### config.mk
export PLATFORM = sky130hd
export DESIGN_NAME = movavg_stream_ctrl_flat
export DESIGN_NICKNAME = d
export VERILOG_FILES = /design/src/rtl/movavg_pkg.sv /design/src/rtl/movavg_stream_if.sv /design/src/rtl/movavg_pair_core.sv /design/src/rtl/movavg_stream_ctrl.sv /design/src/flat_wrapper.sv
export SDC_FILE = /design/constraint.sdc
export NUM_CORES = 1
export LEC_CHECK = 0
export CORE_ASPECT_RATIO = 1.75
export CORE_MARGIN = 1
export CORE_UTILIZATION = 62
export DETAILED_ROUTE_END_ITERATION = 10
export PLACE_DENSITY = 0.83
export SYNTH_ARGS = -nofsm -noshare
export SYNTH_HDL_FRONTEND = slang
export SYNTH_HIERARCHICAL = 1
export SYNTH_SLANG_ARGS = --single-unit
### constraint.sdc
create_clock -name clk -period 5.1 [get_ports clk]
set_input_delay 0.765 -clock clk [delete_from_list [all_inputs] [get_ports clk]]
set_output_delay 0.765 -clock clk [all_outputs]
set_load 0.02 [all_outputs]
### src/rtl/movavg_pkg.sv
// Shared types and helpers for the 2-lane 4-tap moving-sum stream controller.
package movavg_pkg;

    localparam int unsigned W_DEFAULT = 64;

    typedef enum logic {
        FILL_A,
        FILL_B
    } in_state_t;

    typedef enum logic [1:0] {
        OUT_IDLE,
        OUT_A,
        OUT_B
    } out_state_t;

    // Output state entered after a commit, given how many pairs committed before it.
    // Pair 0 has no complete window; pair 1 has a complete window only in lane B.
    function automatic out_state_t first_lane(input logic suppress, input logic [1:0] pair_cnt);
        out_state_t st;
        st = OUT_A;
        if (suppress) begin
            if (pair_cnt == 2'd0) begin
                st = OUT_IDLE;
            end else if (pair_cnt == 2'd1) begin
                st = OUT_B;
            end
        end
        return st;
    endfunction

endpackage

### src/rtl/movavg_stream_if.sv
// Scalar valid/ready/data stream bundle.
interface movavg_stream_if #(
    parameter int unsigned W = movavg_pkg::W_DEFAULT
);
    logic         valid;
    logic         ready;
    logic [W-1:0] data;

    modport master (output valid, output data, input ready);
    modport slave  (input valid, input data, output ready);
endinterface

### src/rtl/movavg_pair_core.sv
// Tap history and the two lane adders for one even/odd sample pair.
module movavg_pair_core
    import movavg_pkg::*;
#(
    parameter int unsigned W = W_DEFAULT
) (
    input  logic         clk,
    input  logic         zero,    // synchronous flush of the history
    input  logic         commit,  // a full pair is being accepted this cycle
    input  logic [W-1:0] a,       // even sample x[2k]
    input  logic [W-1:0] b,       // odd sample x[2k+1]
    output logic [W-1:0] y_a,
    output logic [W-1:0] y_b
);

    logic [W-1:0] h1_q, h2_q, h3_q;
    logic [W-1:0] h1_d, h2_d, h3_d;

    // Sums wrap mod 2^W by construction.
    always_comb begin
        y_a = a + h1_q + h2_q + h3_q;
        y_b = b + a + h1_q + h2_q;
    end

    // History shifts by two samples per commit and never otherwise.
    always_comb begin
        h1_d = h1_q;
        h2_d = h2_q;
        h3_d = h3_q;
        if (zero) begin
            h1_d = '0;
            h2_d = '0;
            h3_d = '0;
        end else if (commit) begin
            h1_d = b;
            h2_d = a;
            h3_d = h1_q;
        end
    end

    // History registers.
    always_ff @(posedge clk) begin
        h1_q <= h1_d;
        h2_q <= h2_d;
        h3_q <= h3_d;
    end

endmodule

### src/rtl/movavg_stream_ctrl.sv
// Pairs input samples, commits pairs into the moving-sum core and serialises both lane
// sums onto the output stream, with warm-up suppression, clear and backpressure.
module movavg_stream_ctrl
    import movavg_pkg::*;
#(
    parameter int unsigned W               = W_DEFAULT,
    parameter int unsigned CW              = 32,
    parameter bit          SUPPRESS_WARMUP = 1'b1
) (
    input  logic          clk,
    input  logic          reset,
    input  logic          clear,
    movavg_stream_if.slave  s,
    movavg_stream_if.master m,
    output logic          busy,
    output logic [CW-1:0] out_count
);

    in_state_t     in_state_q, in_state_d;
    out_state_t    out_state_q, out_state_d;
    logic [W-1:0]  a_q, a_d;
    logic [W-1:0]  ya_q, ya_d;
    logic [W-1:0]  yb_q, yb_d;
    logic [1:0]    pair_cnt_q, pair_cnt_d;
    logic [CW-1:0] out_count_q, out_count_d;

    logic         flush;
    logic         s_ready;
    logic         m_valid;
    logic [W-1:0] m_data;
    logic         s_hs;
    logic         m_hs;
    logic         commit;
    logic [W-1:0] sum_a, sum_b;

    movavg_pair_core #(
        .W (W)
    ) u_core (
        .clk    (clk),
        .zero   (flush),
        .commit (commit),
        .a      (a_q),
        .b      (s.data),
        .y_a    (sum_a),
        .y_b    (sum_b)
    );

    // Handshake decode; lane B may enter while the buffer's last lane is leaving.
    always_comb begin
        flush   = reset | clear;
        s_ready = !flush && ((in_state_q == FILL_A) || (out_state_q == OUT_IDLE) ||
                             ((out_state_q == OUT_B) && m.ready));
        m_valid = (out_state_q != OUT_IDLE);
        m_data  = '0;
        unique case (out_state_q)
            OUT_A:   m_data = ya_q;
            OUT_B:   m_data = yb_q;
            default: m_data = '0;
        endcase
        s_hs    = s.valid && s_ready;
        m_hs    = m_valid && m.ready && !flush;
        commit  = s_hs && (in_state_q == FILL_B);
    end

    assign s.ready   = s_ready;
    assign m.valid   = m_valid;
    assign m.data    = m_data;
    assign busy      = (in_state_q == FILL_B) | m_valid;
    assign out_count = out_count_q;

    // Next state for both FSMs, the pair/output buffers and counters.
    always_comb begin
        in_state_d  = in_state_q;
        out_state_d = out_state_q;
        a_d         = a_q;
        ya_d        = ya_q;
        yb_d        = yb_q;
        pair_cnt_d  = pair_cnt_q;
        out_count_d = out_count_q;
        if (flush) begin
            in_state_d  = FILL_A;
            out_state_d = OUT_IDLE;
            a_d         = '0;
            ya_d        = '0;
            yb_d        = '0;
            pair_cnt_d  = 2'd0;
            out_count_d = '0;
        end else begin
            if (s_hs) begin
                if (in_state_q == FILL_A) begin
                    a_d        = s.data;
                    in_state_d = FILL_B;
                end else begin
                    in_state_d = FILL_A;
                end
            end
            if (m_hs) begin
                out_count_d = out_count_q + CW'(1);
                if (out_state_q == OUT_A) begin
                    out_state_d = OUT_B;
                end else begin
                    out_state_d = OUT_IDLE;
                end
            end
            // A commit only happens with the buffer empty or emptying, so it wins.
            if (commit) begin
                ya_d        = sum_a;
                yb_d        = sum_b;
                out_state_d = first_lane(SUPPRESS_WARMUP, pair_cnt_q);
                if (pair_cnt_q != 2'd2) begin
                    pair_cnt_d = pair_cnt_q + 2'd1;
                end
            end
        end
    end

    // State registers; reset is folded into the next-state logic via flush.
    always_ff @(posedge clk) begin
        in_state_q  <= in_state_d;
        out_state_q <= out_state_d;
        a_q         <= a_d;
        ya_q        <= ya_d;
        yb_q        <= yb_d;
        pair_cnt_q  <= pair_cnt_d;
        out_count_q <= out_count_d;
    end

endmodule

### src/flat_wrapper.sv
// flat-port wrapper written by rule: the top's interface ports become plain ports
module movavg_stream_ctrl_flat import movavg_pkg::*;
#(
    parameter int unsigned W               = W_DEFAULT,
    parameter int unsigned CW              = 32,
    parameter bit          SUPPRESS_WARMUP = 1'b1
)
  (clk, reset, clear, busy, out_count, s_valid, s_data, s_ready, m_valid, m_data, m_ready);
  movavg_stream_if #(.W(W)) s_i ();
  movavg_stream_if #(.W(W)) m_i ();
  input  logic clk;
  input  logic reset;
  input  logic clear;
  output logic busy;
  output logic [CW-1:0] out_count;
  input wire logic [$bits(s_i.valid)-1:0] s_valid;
  input wire logic [$bits(s_i.data)-1:0] s_data;
  output wire logic [$bits(s_i.ready)-1:0] s_ready;
  output wire logic [$bits(m_i.valid)-1:0] m_valid;
  output wire logic [$bits(m_i.data)-1:0] m_data;
  input wire logic [$bits(m_i.ready)-1:0] m_ready;
  assign s_i.valid = s_valid;
  assign s_i.data = s_data;
  assign s_ready = s_i.ready;
  assign m_valid = m_i.valid;
  assign m_data = m_i.data;
  assign m_i.ready = m_ready;
  movavg_stream_ctrl #(.W(W), .CW(CW), .SUPPRESS_WARMUP(SUPPRESS_WARMUP)) u_core (.clk(clk), .reset(reset), .clear(clear), .s(s_i), .m(m_i), .busy(busy), .out_count(out_count));
endmodule
Yosys cells after proc, flatten, opt, wreduce, memory -nomap -nowiden
Cells that the tools add are included.
Widths: inputs -> output; s select.
Storage, ports and cells
  register bits after elaboration: 421
  latch bits: 0
  bits in writable memories: 0
  output and inout port bits: 99
  word-level logic and storage cells: 47
  memories kept: 0
  memory bits (read-only): 0
  bits of input ports: 69
Cells by class
  multiplexer cells: 7
  $add $sub $neg: 8
  reduce and logical (&&, ||, !) cells: 15
  div/mod/pow operators: 0
  eq/ne operators: 4
  bitwise gates (word level): 3
  shift-type cells: 0
  multipliers: 0
  magnitude comparators: 0
Operator list (count)
  $add 64x64->64: 6
  $pmux 64 s2: 1
  $add 32x1->32 const B: 1
  $mux 2: 5
  $logic_and 1x1->1: 6
  $eq 2x1->1 const B: 2
  $logic_not 2->1: 2
  $reduce_and 2->1: 2
  $reduce_bool 2->1: 2
  $add 2x1->2 const B: 1
  $eq 2x2->1 const B: 1
  $logic_or 1x1->1: 2
  $ne 2x2->1 const B: 1
  $or 1x1->1: 2
  $logic_not 1->1: 1
  $mux 1: 1
  $not 1->1: 1

Longest topological paths before layout
  word-level depth: 7
  depth in mapped cells: 17
  gate-level depth less buffers: 17

By module
The synthesis kept the hierarchy.
By module, submodules not included
  movavg_pair_core: seq. area each 3843.7 sq um, times used 1, area an instance 21297.9 sq um, cells an instance 2529
  movavg_stream_ctrl: seq. area each 4584.4 sq um, times used 1, area an instance 9407.8 sq um, cells an instance 1199

Worst setup path after synthesis
Ideal clock, no wire load.
  kind: input -> register
  from: input s_data[1]
  to: register u_core.yb_q[63]
  arrival: 4.237 ns
  path slack: 0.792 ns
  cell stages on the path: 17
  cells stage by stage: inv_1 fa_1 inv_1 fa_1 ha_1 fa_1 a21oi_1 nor3b_2 or2_4 a22o_1 o21ai_1 a31oi_1 o221ai_2 mux2i_1 a2111oi_2 nand2_1 a21oi_1
Between the ends
  longest elaborated chain between the ends: 3
Ends and longest elaborated chain
  start: declaration: RTL line flat_wrapper.sv:17  | input wire logic [$bits(s_i.data)-1:0] s_data;
  $add 64x64->64 (3 in a row): RTL line movavg_pair_core.sv:22  | y_b = b + a + h1_q + h2_q;
  via u_core.sum_b[63]: RTL line movavg_stream_ctrl.sv:34  | logic [W-1:0] sum_a, sum_b;
  end signal: assignment: RTL line movavg_stream_ctrl.sv:123  | yb_q <= yb_d;
  end: declaration: RTL line movavg_stream_ctrl.sv:23  | logic [W-1:0] yb_q, yb_d;
The timed path passes the listed nets, and every way through them passes these cells.
A chain may end at the register's enable or synchronous reset.

Worst setup path after layout
  from: register u_core.a_q[9]
  to: register u_core.ya_q[60]
Between the ends
  longest elaborated chain between the ends: 3
Ends and longest elaborated chain
  start: declaration: RTL line movavg_stream_ctrl.sv:21  | logic [W-1:0] a_q, a_d;
  start signal: assignment: RTL line movavg_stream_ctrl.sv:121  | a_q <= a_d;
  $add 64x64->64 (3 in a row): RTL line movavg_pair_core.sv:21  | y_a = a + h1_q + h2_q + h3_q;
  via u_core.sum_a[60]: RTL line movavg_stream_ctrl.sv:34
  end signal: assignment: RTL line movavg_stream_ctrl.sv:122  | ya_q <= ya_d;
  end: declaration: RTL line movavg_stream_ctrl.sv:22  | logic [W-1:0] ya_q, ya_d;
The timed path passes the listed nets, and every way through them passes these cells.

==> results.md <==
* Outcome: finished clean
* Number of global-route vias before repair at 27100
* Avg Synthesized Cell Area at 8.24 µm²
* Warnings, synthesis at 6
* Clock sink count at 421
* Combinational family with the most area after synthesis: adder cells
* Leakage power summed over all cells at 13.6 nW
* Part of the power in registers at 44.4%
* Final setup violation count at 0
* Overall routed net length at 83300 µm
* Peak clock frequency supported by timing at 0.205 GHz
* Fin. max-slew vios at 0
* Transition time of the tightest slew-check pin at 1.12 ns
* Kind of start point of the critical path: register
* Area growth from synthesis to layout at 13.9%
* Router iterations before antenna repair at 6
* Wire length per cell at 18.3 µm
* Share of synthesized area spent on multiplexers at 6.39%
* Area of the core at 48700 µm²
* Non-filler cells in the finished layout at 4558
* Hold Violations, Final at 0
* Pwr per Cell Area at 213 nW/µm²
* Starting Density at 63.0%
* Detailed router's first-iteration violation count at 1645
* CP Class: register to register
* Initial antenna violation count at 0
* Share of the synthesized area in compound gates (AO/OA/AOI/OAI) at 14.9%
* Post-synth EDFFs at 0
* Headroom to the max-slew limit at 25.7%
* Combinational share of power at 8.6%
* IO Pins at 168
* Post-Synth XOR/XNOR Area at 3.91%
* Insertion delay to the later sink of the worst-skew pair at 0.57 ns
* Setup repair after global routing missed its margin: false
* FF+latch count, synth at 421
* Clock-pin slew of the registers on the worst-case setup and hold paths at 0.07 ns
* Final period util at 95.4%
* Data required time of the worst path at 5.60 ns
* Distinct cells, synth at 90
* Worst min path class: register to register
* Die area at 50500 µm²
* Number of design rule violations left after detail routing at 0
* Arithmetic-cell share of the synthesized area counting full adders, half adders and majority gates at 21.8%
* Std-Cell Rows at 107
* Number of antenna diodes at 0
* Number of gates resized after CTS at 0
* Crit end category: register
* Part of the total power dissipated in the clock network at 47.0%
* Number of vias per cell at 5.79
* Worst hold margin at 0.455 ns
* Number of clock buffers inserted by TritonCTS at 42
* Number of setup buffers added after CTS at 0
* Fill count at 3802
* Post-Route Utilization at 71.8%
* Hold-fix buffers, CTS at 0
* Yosys top cell area share at 27.4%
* Cell-internal power at 5.64 mW
* Fraction of registers with async set/reset at 0%
* Syn Std Cell Area at 30700 µm²
* CP Max Fanout at 5
* Maximum number of pins on one net before global-route repair at 195
* CP peak stage delay at 0.55 ns
* Worst-case clock skew at 0.0164 ns
* CTS Buffer Depth at 3
* Maximum ir drop on the vdd rail at 0.280 mV
* Cell-by-cell listing of the critical path: inv_1, fa_1, inv_1, fa_1, ha_1, nand4_1, a211oi_1, a221oi_2, buf_4, or3_1, a211oi_2, o41a_1, nor2_2, o31ai_1, xor2_1, nand2_1, a21oi_1
* Top cells by area in the synthesized netlist: sky130_fd_sc_hd__dfxtp_1 (27%), sky130_fd_sc_hd__fa_1 (16%), sky130_fd_sc_hd__inv_1 (7.1%)
* # port buffers at 167
* Horizontal die dimension at 170 µm
* Number of cells after detailed placement at 4481
* Simple-Gate Fraction of Synth Area at 16.0%
* Most common cell in the synthesized netlist: sky130_fd_sc_hd__inv_1
* Ratio of cells with drive above 1 in the final layout at 5.84%
* Overall fraction of global-route tracks in use at 33.6%
* Remaining antenna violation count at 0
* Residual overflow from global routing at 0
* Floorplan die height at 296 µm
* Switching Share at 24.3%
* Global-route wire length before repair at 134000 µm
* Critical Path Slowest Stage Cell: sky130_fd_sc_hd__fa_1
* Synth Flop Type: sky130_fd_sc_hd__dfxtp_1
* CTS tree: done
* Final Net Count at 4325
* Synthesized instance count at 3728
* Power dissipated by switching net loads at 1.81 mW
* Top cell type by total area after synthesis: sky130_fd_sc_hd__dfxtp_1
* Summed negative setup slack over all endpoints at 0 ns
* Sequential fraction of the synthesis area at 27.4%
* Max-cap violations at 0
* Synthesized Nets at 4182
* Detailed placer's ending HPWL at 62200 µm
* Data arrival, critical path at 5.37 ns
* RePlAce Congestion at 1.00
* Leading cell types by count after synthesis: sky130_fd_sc_hd__inv_1 (577), sky130_fd_sc_hd__nand2_1 (491), sky130_fd_sc_hd__dfxtp_1 (421)
* Count of H-tree levels built during CTS at 2
* Crit path time final at 4.87 ns
* Number of vias after detailed routing at 26400
* Root cell of the clock tree: sky130_fd_sc_hd__clkbuf_16
routing by layer:
| layer | part of all wire [%] | wire [µm] | track usage, % |
|---|---|---|---|
| met1 | 36 | 30100 | 35.9 |
| met2 | 51 | 42700 | 61.0 |
| met3 | 5.3 | 4460 | 4.72 |
| met4 | 7.3 | 6070 | 23.0 |
| met5 | 0 | 0 | 0 |
area by class of cell:
| class | instances | area, µm² | share of cell area (%) |
|---|---|---|---|
| well taps | 654 | 818 | 2.34 |
| multi-input cells | 2546 | 19400 | 55.4 |
| flip-flops and latches | 421 | 8430 | 24.1 |
| clock inverters | 20 | 298 | 0.851 |
| inverters | 579 | 2190 | 6.25 |
| repair buffers | 281 | 2620 | 7.47 |
| clock buffers | 57 | 1260 | 3.60 |
placed cells by master, fill, tap and decap left out, types with 88 or more instances in the layout:
cell type and count:
sky130_fd_sc_hd__dfxtp_1 421, sky130_fd_sc_hd__inv_1 577, sky130_fd_sc_hd__mux2i_1 195, sky130_fd_sc_hd__clkdlybuf4s50_1 167, sky130_fd_sc_hd__ha_1 130, sky130_fd_sc_hd__a21oi_1 366
sky130_fd_sc_hd__fa_1 252, sky130_fd_sc_hd__nor2_1 272, sky130_fd_sc_hd__nand2_1 491, sky130_fd_sc_hd__buf_4 107, sky130_fd_sc_hd__xnor2_1 88
cells by family after synthesis:
kind of cell / Yosys count
adder cells (fa/ha/maj): 385
AO/OA/AOI/OAI: 747
buffers and inverters: 761
AND/OR/NAND/NOR: 1081
XOR/XNOR: 137
flip-flops: 421
multiplexers: 196
path summary, 6_finish.rpt:
check                           cells after the start  slack [ns]                         from                      endpoint
worst max-delay path                               17        0.23   u_core/a_q[9]$_SDFFE_PN0P_  u_core/ya_q[60]$_SDFFE_PN0P_
worst min-delay path                                2        0.45  u_core/ya_q[9]$_SDFFE_PN0P_   u_core/ya_q[9]$_SDFFE_PN0P_
worst max register to register                     17        0.23   u_core/a_q[9]$_SDFFE_PN0P_  u_core/ya_q[60]$_SDFFE_PN0P_
worst min register to register                      2        0.45  u_core/ya_q[9]$_SDFFE_PN0P_   u_core/ya_q[9]$_SDFFE_PN0P_
flip-flops by register name (all words and copies together) (netlist names):
| signal | count |
|---|---|
| u_core/a_q | 64 |
| u_core/in_state_q | 1 |
| u_core/u_core/h3_q | 64 |
| u_core/yb_q | 64 |
| u_core/out_count | 32 |
| u_core/u_core/h1_q | 64 |
| u_core/out_state_q | 2 |
| u_core/u_core/h2_q | 64 |
| u_core/pair_cnt_q | 2 |
| u_core/ya_q | 64 |
per-stage QoR:
| step | power, mW | worst slack (ns) | instance area [µm²] |
|---|---|---|---|
| 2_1_floorplan | 3.77 | 0.792 | 30700 |
| 3_3_place_gp | 4.00 | -0.137 | 33400 |
| 3_5_place_dp | 4.01 | -0.192 | 33400 |
| 4_1_cts | 7.49 | 0.348 | 35000 |
| 5_1_grt | 7.70 | 0.0566 | 35000 |
| 6_report | 7.45 | 0.232 | 35000 |
power groups by stage:
stage / registers (mW) / logic, mW / clock network [mW]
floorplan: 3.38 / 0.388 / 0
global placement: 3.38 / 0.619 / 0
detailed placement: 3.38 / 0.627 / 0
CTS: 3.31 / 0.637 / 3.55
global route: 3.30 / 0.702 / 3.69
finish: 3.31 / 0.643 / 3.50
critical path: cells and delay by family (launching register included):
family / cells / cell delay (ns)
compound gates: 6 / 1.63
buf+inv: 3 / 0.35
xor+xnor: 1 / 0.25
fa+ha+maj: 3 / 1.44
simple gates: 4 / 0.77
flops: 1 / 0.36
No activity file was read; power rests on OpenSTA's default activity.
